`config.mk`:
```
export PLATFORM = sky130hd
export DESIGN_NAME = mux_n_1_pipe
export DESIGN_NICKNAME = d
export VERILOG_FILES = /design/src/rtl/fpu_mux_pkg.sv /design/src/rtl/mux_n_1_comb.sv /design/src/rtl/mux_n_1_pipe.sv
export SDC_FILE = /design/constraint.sdc
export NUM_CORES = 1
export LEC_CHECK = 0
export BUFFER_PORTS_ARGS = -buffer_cell sky130_fd_sc_hd__buf_2
export CAP_MARGIN = 5
export CORE_UTILIZATION = 40
export DETAILED_ROUTE_END_ITERATION = 8
export GPL_TIMING_DRIVEN = 0
export MAX_ROUTING_LAYER = met4
export PLACE_DENSITY = 0.73
export SLEW_MARGIN = 5
export SYNTH_ARGS = -nofsm -noshare
export SYNTH_HDL_FRONTEND = slang
export SYNTH_HIERARCHICAL = 1
export SYNTH_SLANG_ARGS = --single-unit
```
`constraint.sdc`:
```
create_clock -name Clk -period 1.84 [get_ports Clk]
set_clock_uncertainty 0.15 [all_clocks]
set_input_delay 0.368 -clock Clk [delete_from_list [all_inputs] [get_ports Clk]]
set_output_delay 0.368 -clock Clk [all_outputs]
set_load 0.01 [all_outputs]
```
`src/rtl/fpu_mux_pkg.sv`:
```
// rtl/fpu_mux_pkg.sv - shared state encoding and parameter helpers for the registered N:1 mux
package fpu_mux_pkg;

    typedef enum logic [1:0] {
        ST_EMPTY = 2'd0,
        ST_ONE   = 2'd1,
        ST_TWO   = 2'd2
    } state_t;

    function automatic int fpu_mux_clog2(input int value);
        int result;
        result = 0;
        for (int v = value - 1; v > 0; v = v >> 1) begin
            result++;
        end
        return result;
    endfunction

endpackage

```
`src/rtl/mux_n_1_comb.sv`:
```
// rtl/mux_n_1_comb.sv - combinational N:1 channel selector; indices past the last channel fall back to channel 0
module mux_n_1_comb #(
    parameter int DataSize  = 8,
    parameter int NumInputs = 4,
    parameter int SelWidth  = 2
) (
    input  logic [NumInputs*DataSize-1:0] choices_i,
    input  logic [SelWidth-1:0]           sel_i,
    output logic [DataSize-1:0]           data_o
);

    always_comb begin
        data_o = choices_i[DataSize-1:0];
        for (int k = 1; k < NumInputs; k++) begin
            if (sel_i == SelWidth'(k)) begin
                data_o = choices_i[k*DataSize +: DataSize];
            end
        end
    end

endmodule

```
`src/rtl/mux_n_1_pipe.sv`:
```
// rtl/mux_n_1_pipe.sv - registered N:1 mux with two-entry skid buffer and registered InReady
// Optional MUX_SEL_CHECK_EN: out-of-range Sel beats are dropped and raise sticky SelError.
module mux_n_1_pipe
    import fpu_mux_pkg::*;
#(
    parameter int DataSize  = 8,
    parameter int NumInputs = 4,
    parameter int SelWidth  = 2
) (
    input  logic                          Clk,
    input  logic                          Rst_n,
    input  logic [NumInputs*DataSize-1:0] Choices,
    input  logic [SelWidth-1:0]           Sel,
    input  logic                          InValid,
    output logic                          InReady,
    output logic [DataSize-1:0]           Output,
    output logic [SelWidth-1:0]           OutSel,
    output logic                          OutValid,
    input  logic                          OutReady
`ifdef MUX_SEL_CHECK_EN
    ,
    output logic                          SelError
`endif
);

    if (NumInputs < 2 || NumInputs > 16 || SelWidth < fpu_mux_clog2(NumInputs)) begin : g_param_err
        $error("mux_n_1_pipe: illegal NumInputs/SelWidth combination");
    end

    state_t                state_q, state_d;
    logic [DataSize-1:0]   main_data_q, main_data_d;
    logic [SelWidth-1:0]   main_sel_q, main_sel_d;
    logic [DataSize-1:0]   skid_data_q, skid_data_d;
    logic [SelWidth-1:0]   skid_sel_q, skid_sel_d;
    logic                  in_ready_q, in_ready_d;
    logic [DataSize-1:0]   sel_data;
    logic                  accept;
    logic                  drain;
    logic                  load;

    mux_n_1_comb #(
        .DataSize  (DataSize),
        .NumInputs (NumInputs),
        .SelWidth  (SelWidth)
    ) u_sel (
        .choices_i (Choices),
        .sel_i     (Sel),
        .data_o    (sel_data)
    );

    assign accept = InValid & in_ready_q;
    assign drain  = (state_q != ST_EMPTY) & OutReady;

`ifdef MUX_SEL_CHECK_EN
    logic sel_in_range;
    logic sel_err_q, sel_err_d;

    // A rejected beat still completes the handshake; it just never enters storage.
    assign sel_in_range = (Sel <= SelWidth'(NumInputs - 1));
    assign load         = accept & sel_in_range;
    assign sel_err_d    = sel_err_q | (accept & ~sel_in_range);
    assign SelError     = sel_err_q;

    always_ff @(posedge Clk or negedge Rst_n) begin
        if (!Rst_n) begin
            sel_err_q <= 1'b0;
        end else begin
            sel_err_q <= sel_err_d;
        end
    end
`else
    assign load = accept;
`endif

    always_comb begin
        state_d     = state_q;
        main_data_d = main_data_q;
        main_sel_d  = main_sel_q;
        skid_data_d = skid_data_q;
        skid_sel_d  = skid_sel_q;
        case (state_q)
            ST_EMPTY: begin
                if (load) begin
                    state_d     = ST_ONE;
                    main_data_d = sel_data;
                    main_sel_d  = Sel;
                end
            end
            ST_ONE: begin
                if (load && !drain) begin
                    state_d     = ST_TWO;
                    skid_data_d = sel_data;
                    skid_sel_d  = Sel;
                end else if (load && drain) begin
                    main_data_d = sel_data;
                    main_sel_d  = Sel;
                end else if (drain) begin
                    state_d = ST_EMPTY;
                end
            end
            ST_TWO: begin
                if (drain) begin
                    state_d     = ST_ONE;
                    main_data_d = skid_data_q;
                    main_sel_d  = skid_sel_q;
                end
            end
            default: begin
                state_d = ST_EMPTY;
            end
        endcase
        in_ready_d = (state_d != ST_TWO);
    end

    always_ff @(posedge Clk or negedge Rst_n) begin
        if (!Rst_n) begin
            state_q     <= ST_EMPTY;
            main_data_q <= '0;
            main_sel_q  <= '0;
            skid_data_q <= '0;
            skid_sel_q  <= '0;
            in_ready_q  <= 1'b1;
        end else begin
            state_q     <= state_d;
            main_data_q <= main_data_d;
            main_sel_q  <= main_sel_d;
            skid_data_q <= skid_data_d;
            skid_sel_q  <= skid_sel_d;
            in_ready_q  <= in_ready_d;
        end
    end

    assign InReady  = in_ready_q;
    assign Output   = main_data_q;
    assign OutSel   = main_sel_q;
    assign OutValid = (state_q != ST_EMPTY);

endmodule
```
==> run_results.csv <==
group,metric,value,unit
final_layout,final_nets,175,
global_route,grt_pass1_wl,4.37,mm
timing,final.setup.tns,0,ns
routing,wl_per_cell,15.9,um
placement,place_ws,-0.0832,ns
routing,avgViaCountPerCell,5.57,
final_layout,area.growth.synth_to_final,26.3,%
floorplan,die_h,57.3,um
floorplan,start_util,43.2,%
setup_path,cp_cell_sequence,"or2_2 -> buf_2",
synthesis,syn_area,1220,sq um
placement,portBuffers,49,
floorplan,rows,19,
routing,routed_wl,2.66,mm
timing,rsz0062_at_grt,"false",
clock_tree,htreeDepth,1,
hold_path,hp-class,"primary input to register",
timing,period_needed,1.76,ns
setup_path,cp-end-kind,"primary output",
final_layout,diodes,0,
power_and_ir_drop,ir_worst_vdd,0.482,mV
setup_path,required,1.32,ns
synthesis,syn-num-nets,120,
clock_tree,ctsRootBufferMaster,"clkbuf_4",
power_and_ir_drop,p_leak,0.686,nW
clock_tree,clkTransAtPathRegs,0.13,ns
clock_tree,cts_buffers,3,
global_route,grt_overflow,0,
routing,ant_nets,0,
synthesis,netlist.area_leader.share,45.0,%
placement,dp_hpwl,1.93,mm
setup_path,path_max_fanout,7,
timing,finalSetupViolCount,0,
synthesis,synthCells,82,
timing,relSlewSlack,65.2,%
clock_tree,cts.sinks,23,
global_route,grt_usage,18.2,%
clock_tree,cts_resized,0,
routing,drc,2,
synthesis,ys_ff_latch,23,
timing,hold_viol,0,
setup_path,critPathBufInv,1,
floorplan,die_w,57.3,um
timing,fmax,569,MHz
floorplan,coreArea,2830,sq um
final_layout,mostFrequentLayoutCell,"buf_2",
timing,post-route-period-util,95.5,%
run_status,run_status,"finished with violations",
final_layout,layout_common_cells,"buf_2, dfrtp_1, o32a_1, o21a_1, mux2_2",
power_and_ir_drop,powerDensity,1210,nW/um^2
floorplan,die-area,3280,sq um
timing,worst_pin_slew,0.521,ns
routing,dr.first_iter.drc_count,12,
routing,first_pass_iters,5,
synthesis,synth_top_cell_by_area,"dfrtp_1",
timing,setup_slack,0.0835,ns
setup_path,cpMaxStageDelayCell,"dfrtp_1",
final_layout,drive_gt1_share,61.0,%
run_status,violations,"design-rule violations",
synthesis,yosys_warnings,6,
setup_path,arrival,1.24,ns
clock_tree,clk-insertion-delay-late,0.32,ns
setup_path,start_kind,"register",
placement,place_congestion,0.760,
floorplan,io-pin-count,50,
global_route,grt_max_degree,24,
setup_path,critical_path.top_delay_family,"flip-flops",
routing,vias,931,
clock_tree,cts_tree,"done",
setup_path,critPathKind,"register to primary output",
synthesis,ys_seq_area_share,47.2,%
global_route,grt_pass1_vias,942,
timing,finalMaxSlewViolations,0,
setup_path,cpPeakStageDelay,0.47,ns
job,drv_cap,0,
clock_tree,cts_buffer_depth,2,
synthesis,yosys-top-cells-area,"dfrtp_1, mux4_2, mux2_2",
synthesis,postSynthAreaPerCell,14.9,sq um
global_route,grt_antenna_before_repair,0,
synthesis,yosys.cell_types.count,22,
-- synthesized netlist by cell type (all sizes together) --
cell	n
a21o	2
buf	5
clkbuf	1
dfrtp	22
dfstp	1
inv	1
mux2	10
mux2i	1
mux4	8
nand2	2
nand3b	2
nand4b	1
nor2b	1
nor3b	1
o21a	10
o21ai	2
o32a	10
or2	1
or2b	1
-- kinds of logic (layout without fill, tap and decap cells) --
group | after synthesis | in the layout | synth area share (%)
AOI/OAI and AO/OA | 24 | 24 | 17.3
DFF | 23 | 23 | 47.2
muxes | 19 | 19 | 24.8
and+or+nand+nor | 9 | 9 | 6.45
buffers and inverters | 7 | 61 | 4.30
-- flip-flops by register name (all words and copies together), names as in the netlist --
signal and cells:
OutSel 2, InReady 1, Output 8, skid_sel_q 2, skid_data_q 8, state_q 2
-- per-stage QoR --
stage / total power, mW / util [%] / cells / hold slack [ns] / cell area (sq um)
3_5_place_dp: 1.65 / 53.3 / 162 / 0.223 / 1510
6_report: 1.87 / 54.6 / 167 / 0.158 / 1540
4_1_cts: 1.89 / 54.6 / 167 / 0.149 / 1540
2_1_floorplan: 1.37 / - / 82 / -0.0776 / 1220
5_1_grt: 2.00 / 54.6 / 167 / 0.156 / 1540
3_3_place_gp: 1.61 / 53.3 / 162 / 0.215 / 1510
-- path summary, 6_finish.rpt --
check                      depth (start not counted)       start  slack (ns)        endpoint
setup / recovery                                   2  state_q[1]        0.08        OutValid
hold / removal                                     2      Sel[1]        0.16   skid_sel_q[1]
setup reg to reg                                   4     InReady        0.18  skid_data_q[5]
hold reg to reg                                    1   OutSel[1]        0.35       OutSel[1]
max in group asynchronous                          2       Rst_n        0.79         InReady
min in group asynchronous                          2       Rst_n        0.39       Output[6]
-- layer usage --
metal / share of wire, % / GRT usage, % / vias to the layer above / routed length (um)
li1: - / - / 434 / -
met1: 43 / 23.0 / 457 / 1150
met2: 50 / 29.7 / 35 / 1340
met3: 5.4 / 4.31 / 5 / 143
met4: 0.83 / 4.53 / 0 / 22
met5: 0 / - / - / 0
-- where the power goes --
part	leakage, nW	switching (mW)	internal [mW]
Sequential	0.265	0.141	0.743
Clock	0.0177	0.160	0.0815
Combinational	0.404	0.322	0.425
-- final cells by class --
cell class | instances | area [sq um]
fill | 241 | 1280
multi-input combinational | 52 | 593
sequential | 23 | 577
timing repair buffer | 50 | 255
buffer | 6 | 48.8
tap | 31 | 38.8
clock buffer | 3 | 22.5
clock inverter | 1 | 5.00
inverter | 1 | 3.75
-- worst register-to-register path: stages (launching register included) --
cell	delay (ns)
dfstp_2	0.60
nand3b_4	0.11
nor3b_2	0.19
buf_6	0.18
mux2_2	0.34
-- repair_timing --
action                                 CTS  global route
hold buffers                             1             0
endpoints found under the hold margin   22             0
buffers inserted                         0             0
No activity file was read; power rests on OpenSTA's default activity.
